--- src/rtl/instr_packer_if.sv ---
// Request channel of the instruction packer: handshake plus the decoded
// instruction fields that get packed into one 32-bit word.
interface instr_packer_if;
    logic        in_valid;
    logic        in_last;
    logic        in_ready;
    logic [6:0]  opcode;
    logic [2:0]  funct3;
    logic [6:0]  funct7;
    logic [4:0]  rd;
    logic [4:0]  rs1;
    logic [4:0]  rs2;
    logic [31:0] imm;

    modport master (
        output in_valid, in_last, opcode, funct3, funct7, rd, rs1, rs2, imm,
        input  in_ready
    );

    modport slave (
        input  in_valid, in_last, opcode, funct3, funct7, rd, rs1, rs2, imm,
        output in_ready
    );
endinterface

--- src/rtl/instr_packer.sv ---
// Packs RV32 instruction fields into machine words and streams them into an
// instruction memory, one word per cycle, until the session ends.
module instr_packer #(
    parameter logic [31:0] BASE_ADDR = 32'h0000_0000,
    parameter int          DEPTH     = 256
) (
    input  logic                       clk,
    input  logic                       rst,
    input  logic                       clear,
    instr_packer_if.slave              req,
    output logic                       mem_we,
    output logic [31:0]                mem_addr,
    output logic [31:0]                mem_wdata,
    output logic                       done,
    output logic                       err,
    output logic [7:0]                 err_count,
    output logic [$clog2(DEPTH):0]     word_count
);
    localparam int WCW = $clog2(DEPTH) + 1;

    typedef enum logic {LOAD, DONE} state_t;

    localparam logic [6:0] OP_LOAD   = 7'b0000011;
    localparam logic [6:0] OP_IMM    = 7'b0010011;
    localparam logic [6:0] OP_STORE  = 7'b0100011;
    localparam logic [6:0] OP_BRANCH = 7'b1100011;
    localparam logic [6:0] OP_REG    = 7'b0110011;

    state_t          state_reg;
    logic [31:0]     enc_word;
    logic            enc_legal;
    logic            accept;
    logic [WCW-1:0]  word_count_next;
    logic [31:0]     word_offset;

    assign req.in_ready    = (state_reg == LOAD) && !clear;
    assign accept          = req.in_valid && req.in_ready;
    assign done            = (state_reg == DONE);
    assign word_count_next = word_count + 1'b1;
    assign word_offset     = 32'(word_count) << 2;

    // Immediates must be representable in the encoded field: upper bits are a
    // pure sign extension, and branch offsets are halfword aligned.
    always_comb begin
        enc_word  = 32'h0;
        enc_legal = 1'b0;
        case (req.opcode)
            OP_LOAD, OP_IMM: begin
                enc_word  = {req.imm[11:0], req.rs1, req.funct3, req.rd, req.opcode};
                enc_legal = (&req.imm[31:11]) || !(|req.imm[31:11]);
            end
            OP_STORE: begin
                enc_word  = {req.imm[11:5], req.rs2, req.rs1, req.funct3,
                             req.imm[4:0], req.opcode};
                enc_legal = (&req.imm[31:11]) || !(|req.imm[31:11]);
            end
            OP_BRANCH: begin
                enc_word  = {req.imm[12], req.imm[10:5], req.rs2, req.rs1, req.funct3,
                             req.imm[4:1], req.imm[11], req.opcode};
                enc_legal = !req.imm[0] && ((&req.imm[31:12]) || !(|req.imm[31:12]));
            end
            OP_REG: begin
                enc_word  = {req.funct7, req.rs2, req.rs1, req.funct3, req.rd, req.opcode};
                enc_legal = 1'b1;
            end
            default: begin
                enc_word  = 32'h0;
                enc_legal = 1'b0;
            end
        endcase
    end

    always_ff @(posedge clk or posedge rst) begin
        if (rst) begin
            state_reg  <= LOAD;
            word_count <= '0;
            err_count  <= 8'd0;
            mem_we     <= 1'b0;
            err        <= 1'b0;
            mem_addr   <= BASE_ADDR;
            mem_wdata  <= 32'h0;
        end else if (clear) begin
            state_reg  <= LOAD;
            word_count <= '0;
            mem_we     <= 1'b0;
            err        <= 1'b0;
        end else begin
            mem_we <= 1'b0;
            err    <= 1'b0;
            if (accept) begin
                if (enc_legal) begin
                    mem_we     <= 1'b1;
                    mem_addr   <= BASE_ADDR + word_offset;
                    mem_wdata  <= enc_word;
                    word_count <= word_count_next;
                    if (req.in_last || (word_count_next == WCW'(DEPTH)))
                        state_reg <= DONE;
                end else begin
                    err <= 1'b1;
                    if (err_count != 8'hFF)
                        err_count <= err_count + 8'd1;
                    if (req.in_last)
                        state_reg <= DONE;
                end
            end
        end
    end
endmodule

--- src/flat_wrapper.sv ---
// flat-port wrapper written by rule: the top's interface ports become plain ports
module instr_packer_flat 
#(
    parameter logic [31:0] BASE_ADDR = 32'h0000_0000,
    parameter int          DEPTH     = 256
)
  (clk, rst, clear, mem_we, mem_addr, mem_wdata, done, err, err_count, word_count, req_in_valid, req_in_last, req_opcode, req_funct3, req_funct7, req_rd, req_rs1, req_rs2, req_imm, req_in_ready);
  instr_packer_if req_i ();
  input  logic clk;
  input  logic rst;
  input  logic clear;
  output logic mem_we;
  output logic [31:0] mem_addr;
  output logic [31:0] mem_wdata;
  output logic done;
  output logic err;
  output logic [7:0] err_count;
  output logic [$clog2(DEPTH):0] word_count;
  input wire logic [$bits(req_i.in_valid)-1:0] req_in_valid;
  input wire logic [$bits(req_i.in_last)-1:0] req_in_last;
  input wire logic [$bits(req_i.opcode)-1:0] req_opcode;
  input wire logic [$bits(req_i.funct3)-1:0] req_funct3;
  input wire logic [$bits(req_i.funct7)-1:0] req_funct7;
  input wire logic [$bits(req_i.rd)-1:0] req_rd;
  input wire logic [$bits(req_i.rs1)-1:0] req_rs1;
  input wire logic [$bits(req_i.rs2)-1:0] req_rs2;
  input wire logic [$bits(req_i.imm)-1:0] req_imm;
  output wire logic [$bits(req_i.in_ready)-1:0] req_in_ready;
  assign req_i.in_valid = req_in_valid;
  assign req_i.in_last = req_in_last;
  assign req_i.opcode = req_opcode;
  assign req_i.funct3 = req_funct3;
  assign req_i.funct7 = req_funct7;
  assign req_i.rd = req_rd;
  assign req_i.rs1 = req_rs1;
  assign req_i.rs2 = req_rs2;
  assign req_i.imm = req_imm;
  assign req_in_ready = req_i.in_ready;
  instr_packer #(.BASE_ADDR(BASE_ADDR), .DEPTH(DEPTH)) u_core (.clk(clk), .rst(rst), .clear(clear), .req(req_i), .mem_we(mem_we), .mem_addr(mem_addr), .mem_wdata(mem_wdata), .done(done), .err(err), .err_count(err_count), .word_count(word_count));
endmodule
--- config.mk ---
export PLATFORM = sky130hd
export DESIGN_NAME = instr_packer_flat
export DESIGN_NICKNAME = d
export VERILOG_FILES = /design/src/rtl/instr_packer_if.sv /design/src/rtl/instr_packer.sv /design/src/flat_wrapper.sv
export SDC_FILE = /design/constraint.sdc
export NUM_CORES = 1
export LEC_CHECK = 0
export ABC_AREA = 1
export ABC_CLOCK_PERIOD_IN_PS = 2370
export CAP_MARGIN = 0
export CORE_MARGIN = 8
export CORE_UTILIZATION = 62
export CTS_CLUSTER_SIZE = 28
export DETAILED_ROUTE_END_ITERATION = 7
export DONT_BUFFER_PORTS = 1
export PLACE_DENSITY = 0.78
export SYNTH_ARGS = -nofsm -noshare
export SYNTH_HDL_FRONTEND = slang
export SYNTH_SLANG_ARGS = --single-unit
--- constraint.sdc ---
create_clock -name clk -period 2.37 [get_ports clk]
set_clock_uncertainty 0.05 [all_clocks]
set_input_delay 0.237 -clock clk [delete_from_list [all_inputs] [get_ports clk]]
set_output_delay 0.237 -clock clk [all_outputs]
set_load 0.02 [all_outputs]
Word-level counts from Yosys, hierarchy flattened
Index checks and enable logic that the tools add are counted.
Cells by class
  add/subtract/negate cells: 2
  $mul: 0
  div/mod/pow operators: 0
  order comparisons: 0
  equality and inequality tests: 8
  shift-type cells: 0
  muxes and demuxes: 16
  bitwise logic cells: 3
  reductions and logical operators: 23
Operator list (number)
  32-bit one-hot mux with 4 select lines: 1
  9-bit 2-to-1 mux: 3
  21-bit AND reduction: 1
  21-bit OR reduction: 1
  20-bit AND reduction: 1
  20-bit OR reduction: 1
  7-bit by 6-bit == test with 1-bit output, second input constant: 2
  1-bit 2-to-1 mux: 11
  9-bit by 1-bit adder with 9-bit output, second input constant: 1
  9-bit == test, second input constant: 1
  8-bit by 1-bit adder with 8-bit output, second input constant: 1
  8-bit != test, second input constant: 1
  7-bit by 2-bit == test with 1-bit output, second input constant: 1
  7-bit by 5-bit == test with 1-bit output, second input constant: 1
  7-bit == test, second input constant: 1
  3-bit AND reduction: 2
  1-bit logical NOT: 4
  4-bit AND reduction: 1
  2-bit nonzero test: 2
  1-bit logical AND: 3
  1-bit logical OR: 3
  3-bit != test, second input constant: 1
  1-bit inverter: 3
  1-bit one-hot mux with 3 select lines: 1
  other kinds (4): 4
Storage, ports and cells
  flip-flop bits (word level): 61
  latch bits: 0
  bits in writable memories: 0
  ROM bits: 0
  input bits: 69
  output and inout bits: 85
  logic and storage cells: 59
  memories kept: 0

Longest topological paths before layout
  depth in word-level cells: 8
  depth in mapped cells: 14

Worst setup path after synthesis
No wires, ideal clock.
  path type: register to register
  from: register u_core.err_count[0]
  to: register u_core.err_count[0]
  arrival: 1517 ps
  data required time: 2200 ps
  slack: 683 ps
  stages on the path, launching flop included: 7
  path buffers: 0
  clock period less this slack: 1687 ps
  cells stage by stage: dfrtp_1 -> ha_1 -> nand4_1 -> nand3b_1 -> nand4_1 -> nand2_1 -> nand2_1
On the way
  longest elaborated chain between the ends: 2
  elaborated cells between the ends (all ways): 3
Ends and longest elaborated chain
  start: declaration: RTL line instr_packer.sv:16  | output logic [7:0] err_count,
  start signal: assignment: RTL line instr_packer.sv:101  | err_count <= err_count + 8'd1;
  branches (longest 2 deep; another with 8-bit by 1-bit adder with 8-bit output)
Several ways; the timed one is not identified.
A chain may end at the register's enable or synchronous reset.

Worst setup path after layout
  from: register u_core.word_count[1]
  to: register u_core.state_reg (netlist: u_core.done)
On the way
  longest elaborated chain between the ends: 5
Ends and longest elaborated chain
  start: declaration: RTL line instr_packer.sv:17  | output logic [$clog2(DEPTH):0] word_count
  start signal: assignment: RTL line instr_packer.sv:95  | word_count <= word_count_next;
  9-bit by 1-bit adder with 9-bit output: RTL line instr_packer.sv:39  | assign word_count_next = word_count + 1'b1;
  9-bit == test: RTL line instr_packer.sv:96  | if (req.in_last || (word_count_next == WCW'(DEPTH)))
  1-bit logical OR: RTL line instr_packer.sv:96
  3-bit != test (no line)
  3-bit AND reduction (no line)
  end signal: assignment: RTL line instr_packer.sv:83  | state_reg <= LOAD;
  end signal: assignment: RTL line instr_packer.sv:97  | state_reg <= DONE;
  end signal: assignment: RTL line instr_packer.sv:103  | state_reg <= DONE;
  end: declaration: RTL line instr_packer.sv:29  | state_t state_reg;
Every way passes these cells.

==> metrics.cfg <==
[global_routing]
grt_pass1_vias = 2876
grt_overflow = 0
grt_max_degree = 38
antenna_found_initial = 0
track_usage_pct = 20.5
grt_pass1_wl_mm = 13.8

[timing]
maxSlewHeadroom_pct = 61.1
finalHoldViolCount = 0
period_minus_slack_ns = 1.82
rsz0062_at_grt = no
drv_slew = 0
worstMarginPinSlew_ns = 0.582
setup_tns_ns = 0
final-setup-viol-count = 0
final.period_utilization_pct = 76.9
max_freq_mhz = 549

[synth]
ys_top_cells_by_count = 152 x nand2_1, 61 x dfrtp_1, 52 x nor2_1
synth_top_cell_by_area = dfrtp_1
yosysSeqAreaShare_pct = 44.3
yosysMostFrequentCell = nand2_1
ys_ff_latch = 61
synth_edf_count = 0
syn_area_mm2 = 0.00344
yosysTopAreaCellShare_pct = 44.3
ys_warn_count = 0
synth-async-reset-ratio_pct = 100
ys.flop_type = dfrtp_1
postSynthCellCount = 450
avgSynthCellArea_um2 = 7.65
synthTopCellsByArea = dfrtp_1 44%, nand2_1 17%, nor2_1 5.7%, nand3_1 5.2%, buf_4 5.0%
ys_types = 33

[hold_path]
min_path_type = in -> reg
holdCritStartpoint = req_opcode[4]
whs_path_depth = 2
hold_end = u_core.mem_wdata[4]$_DFFE_PP0P_

[critical_path]
path_cells = ha_1 > nand2_1 > o21bai_1 > nand2_1 > nor2_1 > nand3_1 > nor2_1 > nand2_1 > nand2_1 > nand2_1 > nand2_1
arrival_ns = 2.03
regToRegEndpoint = u_core.done$_DFFE_PP0P_
crit_top_cell = nand2_1
cpMaxStageDelayCell = dfrtp_1
slowest_delay_ns = 0.56
regToRegSetupSlack_ns = 0.55
setup.worst_path.start_class = flip-flop
cp.required_ns = 2.58
end_kind = flip-flop
path_class = reg -> reg
rr_worst_depth = 11
crit_fanout = 6
r2r-start = u_core.word_count[1]$_DFFE_PP0P_

[detailed_routing]
vias = 2828
drt-total-wl_mm = 8.25
ant_nets = 0
drt-initial-drc-count = 147
wl_met3_um = 851
via_per_inst = 5.26
routed.top_layer = met4
wl_per_cell_um = 15.3
firstDrtPassIters = 5
drt-met1-wl_mm = 3.28
drc_errors = 0
met2_length_mm = 3.93

[cts]
htree_levels = 3
insertion_delay_ns = 0.32
ctsHoldBuffers = 8
cts_setup_buffers = 0
cts_tree = yes
numCtsBuffers = 9
cts.clk_slew.worst_paths_ns = 0.06
clock_sinks = 61
clk_path_buf_depth = 2
cts_resized = 0
root_buffer = clkbuf_8

[pwr]
p_leak_nw = 1.89
total_power_mw = 2.18
ir_drop_mv = 0.433
power_density_mw_per_mm2 = 600

[floorplan]
die_h_um = 90.5
rows = 27
die_area_mm2 = 0.00820
start_util_pct = 63.3
die_x_um = 90.5
design.core.area_mm2 = 0.00544
ios = 154

[placement]
dp_cells = 516
place_hpwl_mm = 6.38
port_buffers = 0
placed_cell_area_mm2 = 0.00340
gp_congestion = 0.934

[flow_run]
drv_cap = 0

[cells_and_area]
final_cell_area_mm2 = 0.00364
nNetsFinal = 534
stdcell_count = 538
area_delta_synth_final_pct = 5.74
antenna_cells = 0
drive_gt1_share_pct = 9.87

[run_status]
status = complete, no violations

==> worst max-delay path by stage <==
stage,from,to,slack (ns),cells after the start
after floorplan,rst,u_core.done$_DFFE_PP0P_,0.57,1
after global placement,req_opcode[5],u_core.mem_wdata[1]$_DFFE_PP0P_,0.46,10
after detailed placement,req_opcode[5],u_core.mem_wdata[0]$_DFFE_PP0P_,0.38,10
after CTS,u_core.word_count[1]$_DFFE_PP0P_,u_core.done$_DFFE_PP0P_,0.53,11
after global routing,u_core.word_count[1]$_DFFE_PP0P_,u_core.done$_DFFE_PP0P_,0.34,11
final,u_core.word_count[1]$_DFFE_PP0P_,u_core.done$_DFFE_PP0P_,0.55,11
==> placed cells by master, fill, tap and decap left out, types with 3 or more instances in the layout <==
cell / instances
nand2_2: 9
clkbuf_8: 11
xnor2_1: 3
xor2_1: 4
inv_1: 27
dfrtp_1: 61
a21oi_1: 5
nor2_1: 52
o21ai_0: 25
conb_1: 23
dlygate4sd3_1: 8
a22oi_1: 6
nand3_1: 36
buf_4: 8
o21ai_2: 5
a32o_1: 4
nand2_1: 152
nand4_1: 5
==> cell type report <==
cell class / instances / area (µm²)
Clock inverter: 2 / 10.0
Tap cell: 72 / 90.1
Inverter: 29 / 109
Timing Repair Buffer: 16 / 140
Clock buffer: 12 / 155
Multi-Input combinational cell: 346 / 1610
Sequential cell: 61 / 1530
Fill cell: 457 / 1800
==> worst max-delay path, delay by kind of cell, from the launching register on <==
family	cells	cell delay, ns
AO/OA/AOI/OAI	1	0.18
flip-flops	1	0.56
adder cells (fa/ha/maj)	1	0.24
AND/OR/NAND/NOR	9	0.73
==> layer usage <==
metal  vias up  global-route usage [%]
li1       1415                       -
met1      1283                    23.6
met2       114                    32.0
met3        16                    8.81
met4         0                    9.57
met5         -                       0
==> through the flow <==
| step | hold WS [ns] | worst slack, ns | utilization, % |
|---|---|---|---|
| floorplan | 0.291 | 0.570 | - |
| global placement | 0.0745 | 0.462 | 62.5 |
| detailed placement | 0.0709 | 0.377 | 62.5 |
| CTS | 0.0474 | 0.526 | 67.0 |
| global route | 0.0619 | 0.342 | 67.0 |
| finish | 0.0604 | 0.547 | 67.0 |
==> cells by family after synthesis <==
logic type	synth area share, %
buffers and inverters	11.3
AND/OR/NAND/NOR	33.5
flip-flops	44.3
adder cells (fa/ha/maj)	0.726
XOR/XNOR	1.78
other	0.109
AO/OA/AOI/OAI	8.32
==> state kept, by name (all words and copies together), names as in the netlist <==
signal	count
u_core.word_count	9
u_core.err	1
u_core.mem_wdata	32
u_core.done	1
u_core.err_count	8
u_core.mem_addr	9
u_core.mem_we	1
==> report_power, final <==
part	internal, mW	switching, mW
Combinational	0.0708	0.131
Clock	0.421	0.360
Sequential	1.09	0.116
No activity file was read; power rests on OpenSTA's default activity.
